==> src/rtl/sft_seq.sv <==
// Wishbone-master sequencer for the 74HC595 shift-register port: shifts a 1..4 byte frame,
// polls the done bit after each command, then latches the frame and sets output-enable.
`timescale 1ns/1ps
module sft_seq #(
    parameter logic [5:0]  ADR_SFT  = 6'h10,
    parameter logic [15:0] POLL_MAX = 16'd1000
) (
    input  logic        CLK_I,
    input  logic        RST_I,
    input  logic        START,
    input  logic [31:0] DATA,
    input  logic [2:0]  NBYTES,
    input  logic        OE_EN,
    output logic        BUSY,
    output logic        DONE,
    output logic        ERR,
    output logic        M_CYC_O,
    output logic        M_STB_O,
    output logic        M_WE_O,
    output logic [5:0]  M_ADR_O,
    output logic [31:0] M_DAT_O,
    output logic [3:0]  M_SEL_O,
    input  logic        M_ACK_I,
    input  logic [31:0] M_DAT_I
);

    typedef enum logic [2:0] {
        S_IDLE  = 3'd0,
        S_WR_SH = 3'd1,
        S_PL_SH = 3'd2,
        S_WR_ST = 3'd3,
        S_PL_ST = 3'd4,
        S_WR_OE = 3'd5,
        S_FIN   = 3'd6,
        S_ABORT = 3'd7
    } state_t;

    // SFT register write word: data byte, inverted output-enable and command code
    function automatic logic [31:0] sft_word(input logic [7:0] din, input logic oen,
                                             input logic [1:0] cmd);
        return {16'h0000, din, 5'b00000, oen, cmd};
    endfunction

    state_t      state_r, state_s;
    logic        stb_r, stb_s;
    logic        we_r, we_s;
    logic [31:0] dat_r, dat_s;
    logic        busy_r, busy_s;
    logic        done_r, done_s;
    logic        err_r, err_s;
    logic [31:0] data_r;
    logic [1:0]  idx_r;
    logic        oe_en_r;
    logic [15:0] poll_cnt_r;

    logic        accept_s;
    logic        ack_s;
    logic        sft_done_s;
    logic [2:0]  nb_s;
    logic [2:0]  nb_m1_s;
    logic [15:0] poll_inc_s;
    logic        poll_expired_s;
    logic [7:0]  byte_s;
    logic        bus_s;
    logic        wr_s;
    logic [31:0] word_s;
    logic        unused_s;

    assign accept_s       = (state_r == S_IDLE) && START;
    assign ack_s          = stb_r && M_ACK_I;
    assign sft_done_s     = M_DAT_I[3];
    assign nb_s           = (NBYTES > 3'd4) ? 3'd4 : NBYTES;
    assign nb_m1_s        = nb_s - 3'd1;
    assign poll_inc_s     = (poll_cnt_r == 16'hFFFF) ? poll_cnt_r : poll_cnt_r + 16'd1;
    assign poll_expired_s = (poll_inc_s >= POLL_MAX);
    assign byte_s         = data_r[{idx_r, 3'b000} +: 8];
    assign unused_s       = ^{M_DAT_I[31:4], M_DAT_I[2:0], nb_m1_s[2]};

    assign BUSY    = busy_r;
    assign DONE    = done_r;
    assign ERR     = err_r;
    assign M_CYC_O = stb_r;
    assign M_STB_O = stb_r;
    assign M_WE_O  = we_r;
    assign M_DAT_O = dat_r;
    assign M_ADR_O = ADR_SFT;
    assign M_SEL_O = 4'hF;

    // State register
    always_ff @(posedge CLK_I or posedge RST_I) begin
        if (RST_I) begin
            state_r <= S_IDLE;
        end else begin
            state_r <= state_s;
        end
    end

    // Next-state logic
    always_comb begin
        state_s = state_r;
        case (state_r)
            S_IDLE: begin
                if (accept_s) begin
                    state_s = (nb_s == 3'd0) ? S_WR_ST : S_WR_SH;
                end else begin
                    state_s = S_IDLE;
                end
            end
            S_WR_SH: state_s = ack_s ? S_PL_SH : S_WR_SH;
            S_PL_SH: begin
                if (!ack_s) begin
                    state_s = S_PL_SH;
                end else if (sft_done_s) begin
                    state_s = (idx_r == 2'd0) ? S_WR_ST : S_WR_SH;
                end else if (poll_expired_s) begin
                    state_s = S_ABORT;
                end else begin
                    state_s = S_PL_SH;
                end
            end
            S_WR_ST: state_s = ack_s ? S_PL_ST : S_WR_ST;
            S_PL_ST: begin
                if (!ack_s) begin
                    state_s = S_PL_ST;
                end else if (sft_done_s) begin
                    state_s = S_WR_OE;
                end else if (poll_expired_s) begin
                    state_s = S_ABORT;
                end else begin
                    state_s = S_PL_ST;
                end
            end
            S_WR_OE: state_s = ack_s ? S_FIN : S_WR_OE;
            S_FIN:   state_s = S_IDLE;
            S_ABORT: state_s = S_IDLE;
            default: state_s = S_IDLE;
        endcase
    end

    // Output logic: next values for the registered bus and status outputs
    always_comb begin
        bus_s  = 1'b0;
        wr_s   = 1'b0;
        word_s = 32'h0000_0000;
        case (state_r)
            S_WR_SH: begin
                bus_s  = 1'b1;
                wr_s   = 1'b1;
                word_s = sft_word(byte_s, 1'b0, 2'b01);
            end
            S_WR_ST: begin
                bus_s  = 1'b1;
                wr_s   = 1'b1;
                word_s = sft_word(8'h00, 1'b0, 2'b10);
            end
            S_WR_OE: begin
                bus_s  = 1'b1;
                wr_s   = 1'b1;
                word_s = sft_word(8'h00, ~oe_en_r, 2'b11);
            end
            S_PL_SH, S_PL_ST: begin
                bus_s  = 1'b1;
                wr_s   = 1'b0;
                word_s = 32'h0000_0000;
            end
            default: begin
                bus_s  = 1'b0;
                wr_s   = 1'b0;
                word_s = 32'h0000_0000;
            end
        endcase

        // A new request starts only after a cycle with STB low, giving the required idle gap
        if (bus_s && !stb_r) begin
            stb_s = 1'b1;
            we_s  = wr_s;
            dat_s = word_s;
        end else if (bus_s && !ack_s) begin
            stb_s = 1'b1;
            we_s  = we_r;
            dat_s = dat_r;
        end else begin
            stb_s = 1'b0;
            we_s  = 1'b0;
            dat_s = dat_r;
        end

        busy_s = (state_s != S_IDLE);
        done_s = (state_s == S_FIN);
        if (state_s == S_ABORT) begin
            err_s = 1'b1;
        end else if (accept_s) begin
            err_s = 1'b0;
        end else begin
            err_s = err_r;
        end
    end

    // Output registers
    always_ff @(posedge CLK_I or posedge RST_I) begin
        if (RST_I) begin
            stb_r  <= 1'b0;
            we_r   <= 1'b0;
            dat_r  <= 32'h0000_0000;
            busy_r <= 1'b0;
            done_r <= 1'b0;
            err_r  <= 1'b0;
        end else begin
            stb_r  <= stb_s;
            we_r   <= we_s;
            dat_r  <= dat_s;
            busy_r <= busy_s;
            done_r <= done_s;
            err_r  <= err_s;
        end
    end

    // Frame capture, byte index and poll counter
    always_ff @(posedge CLK_I or posedge RST_I) begin
        if (RST_I) begin
            data_r     <= 32'h0000_0000;
            idx_r      <= 2'd0;
            oe_en_r    <= 1'b0;
            poll_cnt_r <= 16'd0;
        end else if (accept_s) begin
            data_r     <= DATA;
            idx_r      <= nb_m1_s[1:0];
            oe_en_r    <= OE_EN;
            poll_cnt_r <= 16'd0;
        end else if (ack_s && ((state_r == S_PL_SH) || (state_r == S_PL_ST))) begin
            if (sft_done_s) begin
                poll_cnt_r <= 16'd0;
                if ((state_r == S_PL_SH) && (idx_r != 2'd0)) begin
                    idx_r <= idx_r - 2'd1;
                end
            end else begin
                poll_cnt_r <= poll_inc_s;
            end
        end
    end

endmodule

==> config.mk <==
export PLATFORM = sky130hd
export DESIGN_NAME = sft_seq
export DESIGN_NICKNAME = d
export VERILOG_FILES = /design/src/rtl/sft_seq.sv
export SDC_FILE = /design/constraint.sdc
export NUM_CORES = 1
export LEC_CHECK = 0
export ABC_CLOCK_PERIOD_IN_PS = 3490
export BUFFER_PORTS_ARGS = -buffer_cell sky130_fd_sc_hd__buf_2
export CELL_PAD_IN_SITES_DETAIL_PLACEMENT = 1
export CELL_PAD_IN_SITES_GLOBAL_PLACEMENT = 2
export CORE_MARGIN = 3
export CORE_UTILIZATION = 32
export CTS_CLUSTER_SIZE = 16
export DETAILED_ROUTE_END_ITERATION = 8
export PLACE_DENSITY = 0.91
export REMOVE_ABC_BUFFERS = 1
export SYNTH_ARGS = -nofsm -noshare
export SYNTH_HDL_FRONTEND = slang
export SYNTH_SLANG_ARGS = --single-unit
==> constraint.sdc <==
create_clock -name CLK_I -period 3.49 [get_ports CLK_I]
set_clock_uncertainty 0.05 [all_clocks]
set_input_delay 0.1745 -clock CLK_I [delete_from_list [all_inputs] [get_ports CLK_I]]
set_output_delay 0.1745 -clock CLK_I [all_outputs]
set_load 0.02 [all_outputs]
==> results_dict.tcl, run 1 <==
set metrics [dict create \
    fin_setup_tns_ns 0 \
    highest_layer "met5" \
    synth_area_leader_cell "dfrtp_1" \
    yosysMostFrequentCell "dfrtp_1" \
    die_w_um 117.8 \
    clk_pin_slew_ns 0.06 \
    dieHeight_um 117.8 \
    grt_max_degree 44 \
    crit_fanout 8 \
    cts_sinks 70 \
    synthTopCellsByCount "70 x dfrtp_1, 34 x o21ai_0, 33 x buf_4, 33 x mux2_2, 26 x nor2_1" \
    multi_input_area_um2 1964 \
    met2_length_mm 4.946 \
    peakVddDrop_mv 0.4089 \
    io_pins 120 \
    cts-root-buf "clkbuf_16" \
    powerDensity_nw_per_um2 763.3 \
    hpwlAfterDp_mm 7.004 \
    wl_per_cell_um 16.25 \
    initial_core_util_pct 33.03 \
    startpoint "poll_cnt_r[0]$_DFFE_PP0P_" \
    tritoncts "built" \
    postLayoutCoreUtil_pct 37.82 \
    cts_hold_buf 0 \
    h-tree-depth 3 \
    finalHoldViolations 0 \
    ys_seq_area_share_pct 43.79 \
    power_leakage_nw 1.974 \
    ys.flop_type "dfrtp_1" \
    syn_area_per_cell_um2 10.34 \
    setup-violations-final 0 \
    clkLatencyLatePin_ns 0.33 \
    worst_slew_margin_rel_pct 35.58 \
    io_buffer_count 57 \
    dpl.cell_count 591 \
    syn_area_um2 4000 \
    antenna_left 0 \
    crit_type "flip-flop to flip-flop" \
    grt_pass1_vias 3312 \
    synth_edf_count 0 \
    crit_arrival_ns 3.18 \
    timing.final.crit_share_pct 86.81 \
    grt_pass1_wl_mm 16.82 \
    crit_path_end_kind "flip-flop" \
    fp.dieArea_um2 13880 \
    num_antenna_cells 0 \
    ys_ff_latch 70 \
    placed_area_um2 4283 \
    syn_inst 387 \
    synth_cell_types 62 \
    grt.total_usage_pct 14.80 \
    final.min_clock_period_ns 3.030 \
    cts_resized 0 \
    synth_top_area_share_pct 43.79 \
    wl_mm 9.849 \
    vias_per_cell 5.017 \
    drt_iter0_drc 128 \
    rsz0062_at_grt "no" \
    worst-slew-pin-transition_ns 0.9639 \
    reg2reg_depth 8 \
    grt_overflow 0 \
    vias 3040 \
    antenna_found_initial 1 \
    regArea_um2 1752 \
    hp-class "primary input to async pin" \
    core_um2 12110 \
    fill_cells 1402 \
    drive_gt1_share_pct 32.88 \
    num_rows 40 \
    area_growth_pct 14.51 \
    yosys-top-cells-area "dfrtp_1 44%, mux2_2 9.3%, buf_4 6.2%" \
    stdcell_count 606 \
    drc 0 \
    fmax_mhz 330.1 \
    startpoint_type "flip-flop" \
    cts_buffers 9 \
    synth-async-reset-ratio_pct 100.0 \
    cts_setup_buffers 0 \
    m1WireLength_mm 4.339 \
    layout.nets 507 \
    gp_congestion 0.8149 \
    cts_buffer_depth 2 \
    wl_met3_um 422 \
    cap_viol_max_count 0 \
    slew_viol_final 0 \
    status "finished, final reports clean" \
    r2r_start "poll_cnt_r[0]$_DFFE_PP0P_" \
    dr.pass1.iters 4 \
    ys.warnings.count 0 \
    cp.required_ns 3.64 \
    worst_slack_ns 0.4604 \
    finalInstanceArea_um2 4581 \
    place_ws_ns 0.4799 \
]
layer usage:
layer  vias up  GRT usage [%]
li1       1431              -
met1      1524          18.83
met2        71          24.90
met3        12          3.123
met4         2          5.348
met5         -              0
state kept, by name, indices dropped and copies added (netlist names), 2 cells and up:
register / cells
M_DAT_O: 11
state_r: 3
data_r: 32
idx_r: 2
poll_cnt_r: 16
through the flow:
stage | hold slack (ns) | power [mW]
3_3_place_gp | 0.3572 | 2.521
2_1_floorplan | 0.2343 | 2.198
3_5_place_dp | 0.3615 | 2.595
5_1_grt | 0.02043 | 3.730
6_report | 0.006568 | 3.496
4_1_cts | 0.01675 | 3.539
critical path, stage by stage, from the launching register on:
cell and delay (ns):
dfrtp_1 0.47, ha_1 0.37, nand4_2 0.24, or4_4 0.54, a311oi_2 0.31, a21oi_2 0.07, a211oi_2 0.31, o21ai_1 0.15
or3_1 0.38
cell type report:
type                    count  area share (%)
flip-flops and latches     70           38.24
inverters                   7          0.5736
well taps                 168           4.589
multi-input cells         283           42.88
repair buffers             63           7.211
clock buffers              10           5.217
clock inverters             5           1.284
placed cells by master, fill, tap and decap left out, drive strengths merged, types with 3 or more instances in the layout:
| cell | count |
|---|---|
| mux2i | 3 |
| nand2b | 3 |
| nor4 | 6 |
| mux4 | 8 |
| clkbuf | 10 |
| buf | 63 |
| o21ai | 37 |
| nor2b | 10 |
| a211oi | 3 |
| or3 | 3 |
| conb | 31 |
| nand2 | 24 |
| nor2 | 26 |
| mux2 | 33 |
| nand4 | 7 |
| inv | 8 |
| and2 | 3 |
| nand3 | 10 |
| a21oi | 22 |
| xor2 | 3 |
| a31oi | 6 |
| or2 | 5 |
| nor3 | 5 |
| dfrtp | 70 |
| xnor2 | 3 |
cells by family after synthesis:
family	synth area share (%)
compound gates	14.04
xor+xnor	1.314
fa+ha+maj	0.3127
buf+inv	10.01
flops	43.79
mux	14.54
other cells	0.1877
simple gates	15.80
power breakdown:
group,internal [mW],switching (mW)
sequential,1.11,0.257
combinational,0.582,0.616
clock,0.570,0.356
total,2.27,1.23
path summary, 6_finish.rpt:
kind,end,slack [ns]
hold / removal,data_r[19]$_DFFE_PP0P_,0.007
setup reg to reg,BUSY$_DFF_PP0_,0.46
max in group asynchronous,poll_cnt_r[4]$_DFFE_PP0P_,2.57
setup / recovery,BUSY$_DFF_PP0_,0.46
hold reg to reg,data_r[9]$_DFFE_PP0P_,0.45
min in group CLK_I,data_r[19]$_DFFE_PP0P_,0.02
Power figures use the tool's default switching activity.
==> run 2, diff against run 1 <==
--- a/config.mk
+++ b/config.mk
@@ -5,15 +5,16 @@
 export SDC_FILE = /design/constraint.sdc
 export NUM_CORES = 1
 export LEC_CHECK = 0
+export ABC_AREA = 1
 export ABC_CLOCK_PERIOD_IN_PS = 3490
 export BUFFER_PORTS_ARGS = -buffer_cell sky130_fd_sc_hd__buf_2
 export CELL_PAD_IN_SITES_DETAIL_PLACEMENT = 1
 export CELL_PAD_IN_SITES_GLOBAL_PLACEMENT = 2
 export CORE_MARGIN = 3
-export CORE_UTILIZATION = 32
+export CORE_UTILIZATION = 28
 export CTS_CLUSTER_SIZE = 16
 export DETAILED_ROUTE_END_ITERATION = 8
-export PLACE_DENSITY = 0.91
+export PLACE_DENSITY = 0.9
 export REMOVE_ABC_BUFFERS = 1
 export SYNTH_ARGS = -nofsm -noshare
 export SYNTH_HDL_FRONTEND = slang
==> results_dict.tcl, run 2 <==
set metrics [dict create \
    status "complete, but fails checks" \
    violations "negative hold slack" \
    initial_core_util_pct 28.97 \
    met2_length_mm 5.507 \
    worst_slew_margin_rel_pct 44.64 \
    h-tree-depth 3 \
    hp-class "primary input to async pin" \
    synth_edf_count 0 \
    drive_gt1_share_pct 17.59 \
    worst-slew-pin-transition_ns 0.8292 \
    synth_area_leader_cell "dfrtp_1" \
    antenna_left 0 \
    hpwlAfterDp_mm 8.036 \
    ys.flop_type "dfrtp_1" \
    fill_cells 1718 \
    synth_top_area_share_pct 44.94 \
    cts_buffer_depth 2 \
    regArea_um2 1752 \
    clk_pin_slew_ns 0.05 \
    dr.pass1.iters 4 \
    pwr-share-clk_pct 22.7 \
    wl_met3_um 496 \
    cts_buffers 9 \
    ys_ff_latch 70 \
    startpoint_type "flip-flop" \
    rsz0062_at_grt "no" \
    cap_viol_max_count 0 \
    fin_setup_tns_ns 0 \
    synthTopCellsByCount "194 x nand2_1, 70 x dfrtp_1, 34 x inv_1" \
    synth-async-reset-ratio_pct 100.0 \
    cts_resized 0 \
    p_seq_share_pct 39.8 \
    wl_per_cell_um 14.47 \
    yosysMostFrequentCell "nand2_1" \
    yosys-top-cells-area "dfrtp_1 45%, nand2_1 19%, buf_4 6.2%" \
    m1WireLength_mm 4.991 \
    finalHoldViolations 35 \
    layout.nets 668 \
    grt_max_degree 37 \
    wl_mm 11.19 \
    power.share.switching_pct 42.60 \
    comb_power_share_pct 37.5 \
    crit_fanout 18 \
    ys_seq_area_share_pct 44.94 \
    final.min_clock_period_ns 2.599 \
    io_pins 120 \
    num_antenna_cells 0 \
    tritoncts "built" \
    power_switching_mw 1.482 \
    peakVddDrop_mv 0.3183 \
    syn_area_per_cell_um2 7.481 \
    antenna_found_initial 0 \
    die_w_um 124.0 \
    grt.total_usage_pct 15.49 \
    cts-root-buf "clkbuf_16" \
    crit_path_end_kind "flip-flop" \
    timing.final.crit_share_pct 74.47 \
    drt_iter0_drc 154 \
    fmax_mhz 384.7 \
    area_growth_pct 20.35 \
    layout_common_cells "194 x nand2_1, 70 x dfrtp_1, 57 x buf_2" \
    num_rows 42 \
    crit_arrival_ns 2.79 \
    gp_congestion 0.7654 \
    synth_cell_types 32 \
    vias 3646 \
    largest_reg_flops 32 \
    setup-violations-final 0 \
    final_common_cell "nand2_1" \
    power_leakage_nw 2.450 \
    crit_type "flip-flop to flip-flop" \
    grt_pass1_vias 3866 \
    grt_overflow 0 \
    largest-register "data_r" \
    powerDensity_nw_per_um2 741.9 \
    fp.dieArea_um2 15370 \
    cts_sinks 70 \
    syn_area_um2 3897 \
    clkLatencyLatePin_ns 0.33 \
    whs_ns -0.03792 \
    grt_pass1_wl_mm 18.72 \
    fin_total_pwr_mw 3.480 \
    syn_inst 521 \
    ys.warnings.count 0 \
    highest_layer "met4" \
    cp.required_ns 3.68 \
    p_int_mw 1.998 \
    slew_viol_final 0 \
    drc 0 \
    multi_input_area_um2 1789 \
    dieHeight_um 124.0 \
    vias_per_cell 4.717 \
    core_um2 13450 \
    io_buffer_count 57 \
]
==> run 2: timing repair <==
item | CTS | global route
hold endpoints to repair | 20 | 0
buffers inserted | 0 | 0
hold buffers | 20 | 0
==> run 2: final cells by class <==
cell class	count	area share (%)
multi-input cells	390	38.14
clock inverters	3	0.3201
flip-flops and latches	70	37.34
clock buffers	10	4.881
well taps	176	4.695
repair buffers	82	11.15
inverters	42	3.468
==> run 2: worst max-delay path: stages (launching register included) <==
cell and delay [ns]:
dfrtp_1 0.74, nand2_1 0.32, inv_1 0.20, nand3_1 0.24, inv_1 0.22, nand2_1 0.33, a31o_2 0.33, o21ai_0 0.07
==> run 2: cell families after synthesis <==
family / after synthesis / share of synthesized area, %
AOI/OAI and AO/OA: 77 / 11.40
xor gates and xnor gates: 3 / 0.6743
adders and majority gates: 1 / 0.3210
buffers and inverters: 90 / 11.94
DFF: 70 / 44.94
muxes: 1 / 0.2568
other: 2 / 0.1927
and+or+nand+nor: 277 / 30.27
==> run 2: power groups by stage <==
stage,Sequential [mW],Clock (mW),Combinational [mW]
after floorplan,1.40,0,0.803
after global placement,1.38,0,1.25
after detailed placement,1.39,0,1.31
after CTS,1.39,0.810,1.33
after global routing,1.43,0.845,1.51
final,1.39,0.789,1.31
==> run 2: layer usage <==
layer  track usage (%)  vias to the layer above
met5                 0                        -
met4             5.133                        0
met3             2.725                       15
met2             26.73                       83
met1             19.63                     1794
li1                  -                     1754
==> run 2: final timing paths <==
path                       cells past startpoint  slack, ns                          to                    from
min in group CLK_I                             3          0      data_r[15]$_DFFE_PP0P_                DATA[15]
min reg2reg                                    2       0.43      data_r[14]$_DFFE_PP0P_  data_r[14]$_DFFE_PP0P_
max                                            7       0.89  poll_cnt_r[14]$_DFFE_PP0P_       M_CYC_O$_DFF_PP0_
max reg2reg                                    7       0.89  poll_cnt_r[14]$_DFFE_PP0P_       M_CYC_O$_DFF_PP0_
max in group asynchronous                      3       2.44      M_DAT_O[1]$_DFFE_PP0P_                   RST_I
min                                            2      -0.04      data_r[31]$_DFFE_PP0P_                   RST_I
==> run 2: stage by stage <==
stage	cell area [µm²]	hold slack (ns)	utilization, %	setup WS [ns]	std cells
after floorplan	3704	0.2341	-	0.7444	502
after global placement	4247	0.3180	31.57	1.042	740
after detailed placement	4247	0.3233	31.57	0.9049	740
after CTS	4691	0.000009548	34.87	0.8796	773
after global routing	4691	0.01001	34.87	0.6661	773
final	4691	-0.03792	34.87	0.8908	773
==> run 3, diff against run 2 <==
--- a/config.mk
+++ b/config.mk
@@ -6,7 +6,7 @@
 export NUM_CORES = 1
 export LEC_CHECK = 0
 export ABC_AREA = 1
-export ABC_CLOCK_PERIOD_IN_PS = 3490
+export ABC_CLOCK_PERIOD_IN_PS = 2500
 export BUFFER_PORTS_ARGS = -buffer_cell sky130_fd_sc_hd__buf_2
 export CELL_PAD_IN_SITES_DETAIL_PLACEMENT = 1
 export CELL_PAD_IN_SITES_GLOBAL_PLACEMENT = 2
==> constraint.sdc (replaced) <==
create_clock -name CLK_I -period 2.5 [get_ports CLK_I]
set_clock_uncertainty 0.05 [all_clocks]
set_input_delay 0.125 -clock CLK_I [delete_from_list [all_inputs] [get_ports CLK_I]]
set_output_delay 0.125 -clock CLK_I [all_outputs]
set_load 0.02 [all_outputs]
==> results_dict.tcl, run 3 (synthesis gave the netlist of run 2 again) <==
set metrics [dict create \
    status "finished, final reports clean" \
    crit_arrival_ns 2.40 \
    layout_common_cells "194 x nand2_1, 70 x dfrtp_1, 57 x buf_2" \
    postLayoutCoreUtil_pct 36.98 \
    die_w_um 124.0 \
    final.min_clock_period_ns 2.228 \
    finalHoldViolations 0 \
    cts_buffers 9 \
    area_growth_pct 27.64 \
    fin_setup_tns_ns 0 \
    drive_gt1_share_pct 18.42 \
    hpwlAfterDp_mm 7.965 \
    r2r_start "poll_cnt_r[0]$_DFFE_PP0P_" \
    r2r_slack_ns 0.27 \
    finalInstanceArea_um2 4975 \
    largest_reg_flops 32 \
    reg2reg_depth 14 \
    vias_per_cell 4.657 \
    fin_total_pwr_mw 5.281 \
    final_common_cell "nand2_1" \
    gp_congestion 0.8061 \
    rsz0062_at_grt "no" \
    io_buffer_count 57 \
    antenna_found_initial 0 \
    m1WireLength_mm 5.082 \
    comb_power_share_pct 38.3 \
    hp-start "NBYTES[0]" \
    cts_buffer_depth 2 \
    grt_overflow 0 \
    power_switching_mw 2.118 \
    grt_pass1_vias 4045 \
    p_int_mw 3.163 \
    cap_viol_max_count 0 \
    r2r_end "BUSY$_DFF_PP0_" \
    initial_core_util_pct 28.97 \
    worst-slew-pin-transition_ns 0.6083 \
    crit_fanout 6 \
    fmax_mhz 448.8 \
    cp.required_ns 2.67 \
    cts-root-buf "clkbuf_16" \
    dr.pass1.iters 4 \
    startpoint_type "flip-flop" \
    cts_sinks 70 \
    layout.nets 687 \
    wl_met3_um 419 \
    hp-class "primary input to flip-flop" \
    largest-register "data_r" \
    crit_type "flip-flop to flip-flop" \
    pwr-share-clk_pct 27.2 \
    grt.total_usage_pct 15.92 \
    fp.dieArea_um2 15370 \
    dieHeight_um 124.0 \
    tritoncts "built" \
    core_um2 13450 \
    timing.final.crit_share_pct 89.12 \
    slew_viol_final 0 \
    placed_area_um2 4297 \
    p_seq_share_pct 34.6 \
    antenna_left 0 \
    power_leakage_nw 2.577 \
    worst_slew_margin_rel_pct 59.39 \
    wl_per_cell_um 14.59 \
    crit_path_end_kind "flip-flop" \
    peakVddDrop_mv 0.4790 \
    h-tree-depth 3 \
    num_rows 42 \
    clk_pin_slew_ns 0.06 \
    highest_layer "met4" \
    drt_iter0_drc 165 \
    drc 0 \
    power.share.switching_pct 40.10 \
    grt_pass1_wl_mm 19.25 \
    num_antenna_cells 0 \
    clkLatencyLatePin_ns 0.33 \
    holdPathEnd "state_r[1]$_DFF_PP0_" \
    met2_length_mm 5.958 \
    grt_max_degree 46 \
    setup-violations-final 0 \
    vias 3702 \
    io_pins 120 \
    wl_mm 11.60 \
    min_delay_path_depth 4 \
    powerDensity_nw_per_um2 1062 \
]
==> run 3: through the flow <==
step                      cells  hold WS (ns)  setup slack (ns)
final                       795       0.03901            0.2719
after global routing        795       0.05578           0.02662
after CTS                   795       0.03687            0.2148
after detailed placement    745        0.1912            0.2295
after global placement      745        0.1733            0.2932
after floorplan             502        0.1846           -0.2456
==> run 3: worst max-delay path: stages, from the launching register on <==
cell	delay [ns]
dfrtp_1	0.47
ha_2	0.28
nand3_2	0.19
nor2_2	0.18
nand3_1	0.09
nand2_1	0.09
nand4_1	0.13
nor2_2	0.12
nand3_2	0.12
nand3_1	0.09
nand2_1	0.05
nand2_1	0.07
nand2_2	0.06
nor2_1	0.08
nand2_1	0.05
==> run 3: cell type report <==
cell class	count	area, µm²
clock inverter	3	65.06
timing repair buffer	101	713.2
fill	1680	8478
inverter	42	162.7
multi-input combinational	390	1792
clock buffer	13	270.3
sequential	70	1752
tap	176	220.2
==> run 3: how the worst max path moves through the flow <==
stage	slack, ns	endpoint	startpoint
final	0.27	BUSY$_DFF_PP0_	poll_cnt_r[0]$_DFFE_PP0P_
after floorplan	-0.25	idx_r[1]$_DFFE_PP0P_	state_r[1]$_DFF_PP0_
after global routing	0.03	BUSY$_DFF_PP0_	poll_cnt_r[0]$_DFFE_PP0P_
after detailed placement	0.23	BUSY$_DFF_PP0_	poll_cnt_r[0]$_DFFE_PP0P_
after CTS	0.21	ERR$_DFFE_PP0P_	poll_cnt_r[0]$_DFFE_PP0P_
after global placement	0.29	BUSY$_DFF_PP0_	poll_cnt_r[0]$_DFFE_PP0P_
==> run 3: power groups by stage <==
stage,combinational [mW],sequential [mW],clock [mW]
3_5_place_dp,1.99,1.83,0
2_1_floorplan,1.12,1.95,0
5_1_grt,2.32,1.88,1.51
4_1_cts,2.05,1.83,1.46
3_3_place_gp,1.91,1.82,0
6_report,2.02,1.83,1.44
==> run 3: repair_timing <==
item                       in CTS  in global routing
setup endpoints to repair       0                  1
gates resized for setup         0                  1
hold endpoints to repair       58                  0
buffers inserted                0                  0
hold buffers                   34                  0
==> run 3: layer usage <==
layer	vias up	GRT usage (%)
met3	14	2.816
met5	-	0
met4	0	4.723
li1	1795	-
met2	80	28.79
met1	1813	19.28
